--- config.mk ---
export PLATFORM = sky130hd
export DESIGN_NAME = regfile_wb_arbiter
export DESIGN_NICKNAME = d
export VERILOG_FILES = /design/src/rtl/regfile_wb_arbiter.sv
export SDC_FILE = /design/constraint.sdc
export NUM_CORES = 1
export LEC_CHECK = 0
export BUFFER_PORTS_ARGS = -buffer_cell sky130_fd_sc_hd__buf_4
export CORE_MARGIN = 2
export CORE_UTILIZATION = 41
export CTS_CLUSTER_DIAMETER = 200
export CTS_CLUSTER_SIZE = 12
export DETAILED_ROUTE_END_ITERATION = 6
export PLACE_DENSITY = 0.79
export SLEW_MARGIN = 20
export SYNTH_ARGS = -nofsm -noshare
export SYNTH_HDL_FRONTEND = slang
export SYNTH_SLANG_ARGS = --single-unit
--- constraint.sdc ---
create_clock -name clk -period 1.7 [get_ports clk]
set_clock_uncertainty 0.15 [all_clocks]
set_input_delay 0.255 -clock clk [delete_from_list [all_inputs] [get_ports clk]]
set_output_delay 0.255 -clock clk [all_outputs]
set_load 0.05 [all_outputs]
--- src/rtl/regfile_wb_arbiter.sv ---
// -----------------------------------------------------------------------------
// regfile_wb_arbiter
//
// Shares the single write port of reg_file between NREQ writeback requesters
// (ALU, load unit, ...). Round-robin arbitration picks at most one requester
// per cycle. The accepted write is registered into a one-entry output stage
// that drives reg_file's wen/rd/wdata during the following cycle.
//
// Parameters
//   NREQ  number of writeback requesters (2..8)
//   XLEN  data width
//   AW    register address width
//
// Ports
//   clk        in   1          clock, rising edge
//   rst_n      in   1          asynchronous active-low reset
//   flush      in   1          synchronous; empties the output stage and
//                              blocks grants in this cycle
//   req_valid  in   NREQ       requester i has a write pending
//   req_rd     in   NREQ*AW    dest reg of requester i, slice [i*AW +: AW]
//   req_data   in   NREQ*XLEN  write data of requester i, slice [i*XLEN +: XLEN]
//   req_ready  out  NREQ       one-hot grant
//   rf_wen     out  1          reg_file write enable
//   rf_rd      out  AW         reg_file destination register
//   rf_wdata   out  XLEN       reg_file write data
//   busy       out  1          output stage holds a write (FSM state WRITE);
//                              this is also the FSM state observation point
//
// Optional feature (macro WB_BYPASS_EN):
//   byp_rs1   in   AW    read-port source register 1
//   byp_rs2   in   AW    read-port source register 2
//   byp_hit1  out  1     rs1 matches the write committing on this edge
//   byp_hit2  out  1     rs2 matches the write committing on this edge
//   byp_data  out  XLEN  forwarded data (rf_wdata)
//   With the macro undefined these ports and the forwarding logic are absent.
//
// Handshake: a transfer from requester i happens on a rising edge where
// req_valid[i] & req_ready[i] = 1. A requester holds valid/rd/data stable
// until it sees ready; ready is purely combinational from req_valid, the
// round-robin pointer, flush and rst_n, never from the output stage.
// -----------------------------------------------------------------------------
module regfile_wb_arbiter #(
  parameter int NREQ = 2,
  parameter int XLEN = 32,
  parameter int AW   = 5
) (
  input  logic                 clk,
  input  logic                 rst_n,
  input  logic                 flush,
  input  logic [NREQ-1:0]      req_valid,
  input  logic [NREQ*AW-1:0]   req_rd,
  input  logic [NREQ*XLEN-1:0] req_data,
  output logic [NREQ-1:0]      req_ready,
  output logic                 rf_wen,
  output logic [AW-1:0]        rf_rd,
  output logic [XLEN-1:0]      rf_wdata,
  output logic                 busy
`ifdef WB_BYPASS_EN
  ,
  input  logic [AW-1:0]        byp_rs1,
  input  logic [AW-1:0]        byp_rs2,
  output logic                 byp_hit1,
  output logic                 byp_hit2,
  output logic [XLEN-1:0]      byp_data
`endif
);

  localparam int PW = (NREQ > 1) ? $clog2(NREQ) : 1;

  typedef enum logic [0:0] {
    S_IDLE  = 1'b0,
    S_WRITE = 1'b1
  } state_e;

  state_e            state_q, state_d;
  logic [PW-1:0]     rr_ptr_q, rr_ptr_d;
  logic              rf_wen_q, rf_wen_d;
  logic [AW-1:0]     rf_rd_q, rf_rd_d;
  logic [XLEN-1:0]   rf_wdata_q, rf_wdata_d;

  logic [NREQ-1:0]   grant;
  logic              grant_any;
  logic [PW-1:0]     grant_idx;
  logic [AW-1:0]     sel_rd;
  logic [XLEN-1:0]   sel_data;

  // Requester index visited at search offset k, wrapped modulo NREQ so that
  // non-power-of-two NREQ never produces an out-of-range candidate.
  function automatic logic [PW-1:0] rr_candidate(input logic [PW-1:0] base,
                                                 input int          k);
    int sum;
    sum = int'(base) + k;
    if (sum >= NREQ) sum = sum - NREQ;
    return PW'(sum);
  endfunction

  // ---------------------------------------------------------------------------
  // Round-robin grant. The search starts at rr_ptr and takes the first valid
  // requester. Holding reset or flush suppresses every grant so nothing is
  // accepted that the output stage would then have to discard.
  // ---------------------------------------------------------------------------
  always_comb begin
    grant     = '0;
    grant_any = 1'b0;
    grant_idx = '0;
    if (rst_n && !flush) begin
      for (int k = 0; k < NREQ; k++) begin
        if (!grant_any && req_valid[rr_candidate(rr_ptr_q, k)]) begin
          grant_any = 1'b1;
          grant_idx = rr_candidate(rr_ptr_q, k);
        end
      end
      if (grant_any) grant[grant_idx] = 1'b1;
    end
  end

  assign req_ready = grant;
  assign sel_rd    = req_rd[grant_idx*AW +: AW];
  assign sel_data  = req_data[grant_idx*XLEN +: XLEN];

  // ---------------------------------------------------------------------------
  // FSM next state and output-stage load. The stage drains every cycle since
  // reg_file consumes the write on the next edge, so rf_wen defaults to 0 and
  // is only raised by a fresh grant. rd/wdata hold when nothing is granted.
  // ---------------------------------------------------------------------------
  always_comb begin
    state_d    = state_q;
    rr_ptr_d   = rr_ptr_q;
    rf_wen_d   = 1'b0;
    rf_rd_d    = rf_rd_q;
    rf_wdata_d = rf_wdata_q;

    case (state_q)
      S_IDLE:  if (grant_any)            state_d = S_WRITE;
      S_WRITE: if (flush || !grant_any)  state_d = S_IDLE;
      default:                           state_d = S_IDLE;
    endcase

    if (grant_any) begin
      // A write to x0 is accepted so the requester can retire, but it must
      // never reach reg_file; rd/wdata still load for observability.
      rf_wen_d   = (sel_rd != '0);
      rf_rd_d    = sel_rd;
      rf_wdata_d = sel_data;
      rr_ptr_d   = (grant_idx == PW'(NREQ - 1)) ? '0 : grant_idx + PW'(1);
    end
  end

  always_ff @(posedge clk or negedge rst_n) begin
    if (!rst_n) begin
      state_q    <= S_IDLE;
      rr_ptr_q   <= '0;
      rf_wen_q   <= 1'b0;
      rf_rd_q    <= '0;
      rf_wdata_q <= '0;
    end else begin
      state_q    <= state_d;
      rr_ptr_q   <= rr_ptr_d;
      rf_wen_q   <= rf_wen_d;
      rf_rd_q    <= rf_rd_d;
      rf_wdata_q <= rf_wdata_d;
    end
  end

  assign rf_wen   = rf_wen_q;
  assign rf_rd    = rf_rd_q;
  assign rf_wdata = rf_wdata_q;
  assign busy     = (state_q == S_WRITE);

`ifdef WB_BYPASS_EN
  // Forward the write that reg_file commits on the coming edge. x0 is never
  // forwarded since it always reads as zero.
  assign byp_hit1 = rf_wen_q && (rf_rd_q == byp_rs1) && (byp_rs1 != '0);
  assign byp_hit2 = rf_wen_q && (rf_rd_q == byp_rs2) && (byp_rs2 != '0);
  assign byp_data = rf_wdata_q;
`endif

endmodule

==> results of run 1 <==
-- registers in the layout, indices dropped and copies added, names as in the netlist --
name / flops
rf_wdata: 32
rf_rd: 5
busy: 1
rr_ptr_q: 1
rf_wen: 1
-- cell usage after synthesis (2+ instances only) --
| master | instances |
|---|---|
| buf_2 | 4 |
| buf_4 | 7 |
| clkbuf_1 | 4 |
| dfrtp_1 | 40 |
| nand2_1 | 42 |
| nand3_1 | 11 |
| nor2_1 | 3 |
| o21ai_0 | 16 |
| o21ai_1 | 16 |
| o21ai_2 | 2 |
| o22ai_1 | 32 |
-- worst reg2reg max path: cells and delay by family, from the launching register on --
family,cells,cell delay [ns]
AO/OA/AOI/OAI,3,0.57
flip-flops,1,0.41
buffers and inverters,1,0.17
-- path summary, 6_finish.rpt --
check	start	to	slack, ns
max	rr_ptr_q	req_ready[0]	0.07
min	req_rd[9]	rf_rd[4]	0.04
max reg2reg	rr_ptr_q	rf_wdata[7]	0.28
min reg2reg	rf_wdata[28]	rf_wdata[28]	0.33
max in group asynchronous	rst_n	rf_wen	0.63
min in group asynchronous	rst_n	rr_ptr_q	0.43
-- layer usage --
| layer | routed length [µm] | part of all wire (%) |
|---|---|---|
| met1 | 2110 | 42 |
| met2 | 2390 | 48 |
| met3 | 442 | 8.9 |
| met4 | 37 | 0.74 |
| met5 | 0 | 0 |
-- kinds of logic (layout without fill, tap and decap cells) --
| group | Yosys count | in the layout | synth area share, % |
|---|---|---|---|
| simple gates | 60 | 60 | 14.3 |
| compound gates | 68 | 68 | 23.1 |
| flops | 40 | 40 | 57.1 |
| buf+inv | 17 | 140 | 5.42 |
-- power by group --
| group | switching, W | internal, W |
|---|---|---|
| registers | 0.0000817 | 0.00111 |
| clock network | 0.000297 | 0.000361 |
| logic | 0.000835 | 0.000435 |
| total | 0.00121 | 0.00190 |
-- cell type report --
| type | count | area, µm² |
|---|---|---|
| Fill cell | 329 | 1210 |
| Timing Repair Buffer | 131 | 1010 |
| Sequential cell | 40 | 1000 |
| Multi-Input combinational cell | 128 | 664 |
| Clock buffer | 7 | 96.3 |
| Tap cell | 50 | 62.6 |
| Inverter | 2 | 7.51 |
-- through the flow --
stage,instances,setup WS [ns],area (µm²),power (W)
after floorplan,185,0.0245,1750,0.00198
after global placement,349,0.208,2730,0.00246
after detailed placement,349,0.131,2730,0.00248
after CTS,357,0.0162,2840,0.00315
after global routing,358,0.000367,2850,0.00328
final,358,0.0707,2850,0.00312
-- repair_timing --
item,CTS,global route
buffers inserted,0,1
setup endpoints to repair,0,2
hold endpoints to repair,40,0
gates resized for setup,0,1
hold buffers,1,0
==> flow_metrics.env, run 1 <==
export IMPL_worstPathArrival_ns=1.22
export IMPL_crit_cells=3
export IMPL_hold_path_depth=3
export IMPL_grt_pass1_wl_um=8310
export IMPL_synthFlopType="dfrtp_1"
export IMPL_startpoint_type="register"
export IMPL_p_leak_nw=1.43
export IMPL_place_congestion=0.790
export IMPL_vdd_ir_drop_worst_mv=0.560
export IMPL_syn_cell_area_um2=1750
export IMPL_crit_family="flip-flops"
export IMPL_final_antenna_net_count=0
export IMPL_rsz0062_at_grt="false"
export IMPL_diodes=0
export IMPL_tns_ns=0
export IMPL_synth_edf_count=0
export IMPL_synthCells=185
export IMPL_power_density_nw_per_um2=1100
export IMPL_die_y_um=69.4
export IMPL_max_freq_mhz=614
export IMPL_cp_required_ns=1.29
export IMPL_top_usage_layer="met2"
export IMPL_clockRootBuffer="clkbuf_8"
export IMPL_num_nets_final=387
export IMPL_row_count=23
export IMPL_grtUsageMet2_pct=33.1
export IMPL_start_util_pct=43.2
export IMPL_status="completed"
export IMPL_grtUsageMet3_pct=7.27
export IMPL_slew_headroom_pct=66.8
export IMPL_drc=0
export IMPL_routed_wl_um=4990
export IMPL_cp_buffers_inverters=1
export IMPL_cts_tree="done"
export IMPL_synth_largest_area_cell="dfrtp_1"
export IMPL_numPortBuffers=119
export IMPL_path_cells="o21ai_2 -> and2_1 -> buf_6"
export IMPL_r2r_worst_path_cells=4
export IMPL_grt_use_total_pct=21.4
export IMPL_overflow=0
export IMPL_wl_per_cell_um=13.9
export IMPL_clkTransAtPathRegs_ns=0.07
export IMPL_fin_crit_ns=1.63
export IMPL_antenna_found_initial=0
export IMPL_vias=1800
export IMPL_cpPeakStageDelay_ns=0.41
export IMPL_setup_viol=0
export IMPL_synth_fp_nets=264
export IMPL_synth_area_top_cells="dfrtp_1, o22ai_1, nand2_1, o21ai_0, o21ai_1"
export IMPL_crit_type="register to output pin"
export IMPL_synth_avg_cell_area_um2=9.48
export IMPL_area_growth_pct=62.4
export IMPL_drtIter0Drc=69
export IMPL_grt_pass1_vias=1718
export IMPL_synth_top_area_share_pct=57.1
export IMPL_ys_ff_latch=40
export IMPL_synth_cell_type_count=19
export IMPL_fin_crit_sh_pct=95.8
export IMPL_hold_viol=0
export IMPL_use_met1_pct=29.2
export IMPL_cts_sinks=40
export IMPL_postLayoutCoreUtil_pct=70.2
export IMPL_worstSetupEndpointType="output pin"
export IMPL_final_common_cell="buf_4"
export IMPL_hp_class="input port to register"
export IMPL_die_area_um2=4810
export IMPL_slew_violations=0
export IMPL_ys_seq_area_share_pct=57.1
export IMPL_ctsLongestPathBuffers=2
export IMPL_synthArstFlopShare_pct=100
export IMPL_layout_drive_gt1_share_pct=46.1
export IMPL_first_pass_iters=4
export IMPL_cts_made_buffers=5
export IMPL_slowest_stage="dfrtp_1"
export IMPL_h_tree_depth=2
export IMPL_timing_hold_ws_ns=0.0372
export IMPL_io_pins=120
export IMPL_final_cell_mix="buf_4, nand2_1, dfrtp_1"
export IMPL_routed_via_density=5.03
export IMPL_core_um2=4060
export IMPL_cap_viol_max_count=0
export IMPL_yosysWarnings=0
export IMPL_grt_max_degree=42
export IMPL_hpwl_um=3860
export IMPL_clock_latency_ns=0.28
export IMPL_fp_dieW_um=69.4
export IMPL_worst_slew_pin_slew_ns=0.498
export IMPL_crit_fanout=4
Power figures use the tool's default switching activity.
==> inputs of run 2 (changes only) <==
--- a/config.mk
+++ b/config.mk
@@ -7,11 +7,12 @@
 export LEC_CHECK = 0
 export BUFFER_PORTS_ARGS = -buffer_cell sky130_fd_sc_hd__buf_4
 export CORE_MARGIN = 2
-export CORE_UTILIZATION = 41
+export CORE_UTILIZATION = 43
+export CTS_BUF_LIST = sky130_fd_sc_hd__clkbuf_8
 export CTS_CLUSTER_DIAMETER = 200
 export CTS_CLUSTER_SIZE = 12
 export DETAILED_ROUTE_END_ITERATION = 6
-export PLACE_DENSITY = 0.79
+export PLACE_DENSITY = 0.83
 export SLEW_MARGIN = 20
 export SYNTH_ARGS = -nofsm -noshare
 export SYNTH_HDL_FRONTEND = slang
==> flow_metrics.env, run 2 (synthesis gave the netlist of run 1 again) <==
export IMPL_power_internal_w=0.00186
export IMPL_max_freq_mhz=620
export IMPL_pwr_share_comb_pct=40.9
export IMPL_crit_fanout=3
export IMPL_routed_via_density=5.12
export IMPL_fin_crit_ns=1.61
export IMPL_grt_pass1_wl_um=7490
export IMPL_die_area_um2=4600
export IMPL_io_pins=120
export IMPL_drtIter0Drc=117
export IMPL_numPortBuffers=119
export IMPL_clock_latency_ns=0.29
export IMPL_p_clk_share_pct=20.3
export IMPL_slew_violations=0
export IMPL_antenna_found_initial=0
export IMPL_clkTransAtPathRegs_ns=0.07
export IMPL_start_util_pct=44.1
export IMPL_final_common_cell="buf_4"
export IMPL_cts_made_buffers=5
export IMPL_vias=1828
export IMPL_cp_required_ns=1.29
export IMPL_tns_ns=0
export IMPL_core_um2=3970
export IMPL_slew_headroom_pct=67.2
export IMPL_place_congestion=0.726
export IMPL_worstSetupEndpointType="output pin"
export IMPL_layout_drive_gt1_share_pct=45.3
export IMPL_timing_hold_ws_ns=0.0279
export IMPL_grt_max_degree=50
export IMPL_final_antenna_net_count=0
export IMPL_first_pass_iters=4
export IMPL_diodes=0
export IMPL_vdd_ir_drop_worst_mv=0.488
export IMPL_hp_class="input port to register"
export IMPL_startpoint_type="register"
export IMPL_rsz0062_at_grt="false"
export IMPL_power_density_nw_per_um2=1090
export IMPL_largest_reg_flops=32
export IMPL_seq_power_share_pct=38.7
export IMPL_post_cts_buffers=0
export IMPL_routed_wl_um=4840
export IMPL_worst_slew_pin_slew_ns=0.493
export IMPL_die_y_um=67.9
export IMPL_crit_type="register to output pin"
export IMPL_num_nets_final=385
export IMPL_ctsLongestPathBuffers=2
export IMPL_clockRootBuffer="clkbuf_8"
export IMPL_overflow=0
export IMPL_hpwl_um=3680
export IMPL_final_cell_mix="buf_4, nand2_1, dfrtp_1"
export IMPL_fp_dieW_um=67.9
export IMPL_grt_use_total_pct=22.3
export IMPL_setup_viol=0
export IMPL_p_leak_nw=1.43
export IMPL_fin_crit_sh_pct=94.9
export IMPL_power_switching_w=0.00122
export IMPL_status="completed"
export IMPL_swShare_pct=39.7
export IMPL_hold_viol=0
export IMPL_h_tree_depth=2
export IMPL_grt_pass1_vias=1691
export IMPL_cap_viol_max_count=0
export IMPL_wl_per_cell_um=13.5
export IMPL_row_count=23
export IMPL_cts_tree="done"
export IMPL_area_growth_pct=61.2
export IMPL_worstPathArrival_ns=1.21
export IMPL_cts_sinks=40
export IMPL_drc=0
export IMPL_total_power_w=0.00308
==> run 2: changes by cell type in the layout (fill, tap and decap cells not counted) <==
cell | before | now
buf_4 | 127 | 125
clkbuf_8 | 7 | 6
inv_1 | 1 | 3
==> run 2: routing by layer <==
layer  part of all wire, %  track usage (%)
met2                    51             39.2
met5                     0                0
met4                   1.6             9.00
met3                   9.1             6.09
met1                    39             25.6
==> run 2: final timing paths <==
check                            startpoint  cells after the start  slack (ns)            to
worst max register to register     rr_ptr_q                      3        0.24        rf_wen
min in group asynchronous             rst_n                      3        0.46  rf_wdata[31]
max in group asynchronous             rst_n                      3        0.60  rf_wdata[13]
worst min-delay path              req_rd[7]                      3        0.03      rf_rd[2]
worst min register to register  rf_wdata[1]                      2        0.33   rf_wdata[1]
worst max-delay path               rr_ptr_q                      3        0.09  req_ready[0]
==> run 2: power by group through the flow <==
stage                     combinational [W]  sequential [W]  clock [W]
final                               0.00126         0.00119   0.000626
after global routing                0.00134         0.00121   0.000696
after CTS                           0.00127         0.00119   0.000641
after detailed placement            0.00127         0.00121          0
after global placement              0.00125         0.00120          0
after floorplan                    0.000234         0.00175          0
==> run 2: timing repair <==
action | 4_1_cts | 5_1_grt
setup endpoints to repair | 0 | 1
gates resized for setup | 0 | 1
hold buffers | 1 | 0
endpoints found under the hold margin | 40 | 0
==> run 2: cell type report <==
| cell class | count | area (µm²) |
|---|---|---|
| clock inverter | 2 | 7.51 |
| multi-input combinational | 128 | 664 |
| inverter | 2 | 7.51 |
| fill | 333 | 1150 |
| sequential | 40 | 1000 |
| timing repair buffer | 129 | 1000 |
| clock buffer | 6 | 82.6 |
| tap | 50 | 62.6 |
==> run 2: metrics by stage <==
stage               setup slack (ns)  instances  util (%)  instance area, µm²
floorplan                     0.0245        185         -                1750
global placement               0.214        348      68.5                2720
detailed placement             0.103        348      68.5                2720
CTS                           0.0282        357      71.0                2820
global route                  0.0176        357      71.1                2830
finish                        0.0875        357      71.1                2830
==> run 2: worst max-delay path: stages (launching register included) <==
cell and delay [ns]:
dfrtp_1 0.42, o21ai_2 0.16, and2_1 0.17, buf_6 0.16
==> inputs of run 3 (changes only) <==
--- a/config.mk
+++ b/config.mk
@@ -5,9 +5,10 @@
 export SDC_FILE = /design/constraint.sdc
 export NUM_CORES = 1
 export LEC_CHECK = 0
+export ABC_AREA = 1
 export BUFFER_PORTS_ARGS = -buffer_cell sky130_fd_sc_hd__buf_4
 export CORE_MARGIN = 2
-export CORE_UTILIZATION = 43
+export CORE_UTILIZATION = 44
 export CTS_BUF_LIST = sky130_fd_sc_hd__clkbuf_8
 export CTS_CLUSTER_DIAMETER = 200
 export CTS_CLUSTER_SIZE = 12
==> flow_metrics.env, run 3 <==
export IMPL_status="completed"
export IMPL_final_common_cell="buf_4"
export IMPL_routed_via_density=5.02
export IMPL_numPortBuffers=119
export IMPL_routed_wl_um=5510
export IMPL_clock_latency_ns=0.28
export IMPL_power_switching_w=0.00121
export IMPL_hold_end="rf_wdata[12]"
export IMPL_place_congestion=0.797
export IMPL_largest_reg_flops=32
export IMPL_h_tree_depth=2
export IMPL_yosysMostFrequentCell="o21ai_1"
export IMPL_core_um2=4060
export IMPL_die_y_um=69.4
export IMPL_synth_cell_type_count=17
export IMPL_hold_viol=0
export IMPL_pwr_share_comb_pct=40.9
export IMPL_crit_type="register to output pin"
export IMPL_synth_area_top_cells="dfrtp_1, o21ai_1, nand2_1, nor2_1, o21ai_0"
export IMPL_die_area_um2=4810
export IMPL_n_fill_cell=344
export IMPL_multi_input_area_um2=748
export IMPL_path_cells="inv_1 -> nand2_2 -> nand3_4 -> nand2_2 -> inv_1 -> buf_6"
export IMPL_r2r_worst_path_cells=7
export IMPL_synthFlopType="dfrtp_1"
export IMPL_postLayoutCoreUtil_pct=73.0
export IMPL_final_antenna_net_count=0
export IMPL_synthCells=230
export IMPL_cts_made_buffers=5
export IMPL_first_pass_iters=4
export IMPL_power_internal_w=0.00185
export IMPL_vdd_ir_drop_worst_mv=0.595
export IMPL_setup_viol=0
export IMPL_grt_use_total_pct=23.1
export IMPL_synth_fp_nets=309
export IMPL_overflow=0
export IMPL_yosysWarnings=0
export IMPL_cap_viol_max_count=0
export IMPL_ctsLongestPathBuffers=2
export IMPL_regArea_um2=1000
export IMPL_worstPathArrival_ns=1.22
export IMPL_rr_endpoint="rf_wdata[16]"
export IMPL_fin_crit_sh_pct=95.5
export IMPL_area_growth_pct=57.7
export IMPL_row_count=23
export IMPL_drtIter0Drc=78
export IMPL_cts_tree="done"
export IMPL_startpoint_type="register"
export IMPL_start_util_pct=46.3
export IMPL_clockRootBuffer="clkbuf_8"
export IMPL_antenna_found_initial=0
export IMPL_cp_required_ns=1.29
export IMPL_hpwl_um=4080
export IMPL_io_pins=120
export IMPL_final_cell_mix="buf_4, o21ai_1, nand2_1"
export IMPL_hp_class="input port to register"
export IMPL_synth_edf_count=0
export IMPL_seq_power_share_pct=38.9
export IMPL_timing_rr_start="rr_ptr_q"
export IMPL_synthArstFlopShare_pct=100
export IMPL_hold_path_depth=3
export IMPL_hold_start="req_data[12]"
export IMPL_regToRegSetupSlack_ns=0.15
export IMPL_synth_top_area_share_pct=53.3
export IMPL_crit_fanout=4
export IMPL_tns_ns=0
export IMPL_timing_hold_ws_ns=0.0801
export IMPL_grt_pass1_vias=2060
export IMPL_wl_per_cell_um=13.6
export IMPL_cpPeakStageDelay_ns=0.37
export IMPL_slew_headroom_pct=53.6
export IMPL_fin_crit_ns=1.62
export IMPL_rsz0062_at_grt="false"
export IMPL_swShare_pct=39.5
export IMPL_worstSetupEndpointType="output pin"
export IMPL_drc=0
export IMPL_fin_area_um2=2960
export IMPL_power_density_nw_per_um2=1030
export IMPL_synth_avg_cell_area_um2=8.17
export IMPL_vias=2030
export IMPL_slowest_stage="dfrtp_1"
export IMPL_ys_ff_latch=40
export IMPL_clkTransAtPathRegs_ns=0.07
export IMPL_diodes=0
export IMPL_p_clk_share_pct=20.2
export IMPL_p_leak_nw=1.55
export IMPL_slew_violations=0
export IMPL_grt_max_degree=44
export IMPL_synthTopCellsByCount="o21ai_1, nand2_1, dfrtp_1"
export IMPL_ys_seq_area_share_pct=53.3
export IMPL_max_freq_mhz=616
export IMPL_post_dp_cell_area_um2=2820
export IMPL_grt_pass1_wl_um=9030
export IMPL_syn_cell_area_um2=1880
export IMPL_layout_drive_gt1_share_pct=41.0
export IMPL_cts_sinks=40
export IMPL_worst_slew_pin_slew_ns=0.695
export IMPL_fp_dieW_um=69.4
export IMPL_num_nets_final=432
export IMPL_synth_largest_area_cell="dfrtp_1"
run 3: cell types whose count changed after synthesis, sizes merged, moves of 2 or more:
cell,change
nand3,-9
inv,+12
o21ai,+38
nor2,+34
nand4,+3
o22ai,-32
nand2,+6
clkbuf,-2
run 3: repair_timing:
| item | CTS | global route |
|---|---|---|
| gates resized for setup | 4 | 1 |
| setup endpoints to repair | 2 | 1 |
| pin swaps | 1 | 2 |
| hold buffers | 1 | 0 |
| buffers inserted | 2 | 1 |
| hold endpoints to repair | 40 | 0 |
run 3: final cells by class:
cell class | instances | share of cell area, %
repair buffers | 130 | 34.0
clock inverters | 2 | 0.253
well taps | 50 | 2.11
flip-flops and latches | 40 | 33.8
multi-input cells | 162 | 25.2
inverters | 14 | 1.86
clock buffers | 6 | 2.79
run 3: power by group through the flow:
stage	Sequential [W]	Clock, W	Combinational [W]
after floorplan	0.00172	0	0.000236
after global placement	0.00120	0	0.00122
after detailed placement	0.00120	0	0.00124
after CTS	0.00119	0.000639	0.00125
after global routing	0.00121	0.000675	0.00132
final	0.00119	0.000617	0.00125
run 3: how the worst max path moves through the flow:
stage / endpoint / slack [ns] / depth (start not counted) / startpoint
after floorplan: req_ready[0] / 0.11 / 6 / rr_ptr_q
after global placement: rf_rd[1] / 0.11 / 5 / req_valid[1]
after detailed placement: rf_rd[4] / 0.05 / 6 / req_valid[1]
after CTS: req_ready[0] / 0.03 / 6 / rr_ptr_q
after global routing: req_ready[0] / 0.01 / 6 / rr_ptr_q
final: req_ready[0] / 0.08 / 6 / rr_ptr_q
run 3: metrics by stage:
stage | instances | setup slack (ns) | total power, W
2_1_floorplan | 230 | 0.106 | 0.00196
3_3_place_gp | 392 | 0.106 | 0.00242
3_5_place_dp | 392 | 0.0462 | 0.00244
4_1_cts | 403 | 0.0328 | 0.00308
5_1_grt | 404 | 0.0100 | 0.00320
6_report | 404 | 0.0770 | 0.00305
run 3: cells by family after synthesis:
kind of cell / after synthesis / synth area share, %
buffers and inverters: 28 / 7.59
AO/OA/AOI/OAI: 72 / 19.6
flip-flops: 40 / 53.3
AND/OR/NAND/NOR: 90 / 19.6
run 3: per-layer routing:
metal  GRT usage, %  wire, µm  vias to the layer above
met2           42.6      2890                       90
met1           26.2      2150                      941
met3           5.81       422                        6
li1               -         -                      993
met4           6.32        44                        0
met5              0         0                        -
run 3: worst max-delay path: cells and delay by family, from the launching register on:
family / cells / cell delay, ns
flip-flops: 1 / 0.37
buffers and inverters: 3 / 0.30
AND/OR/NAND/NOR: 3 / 0.26
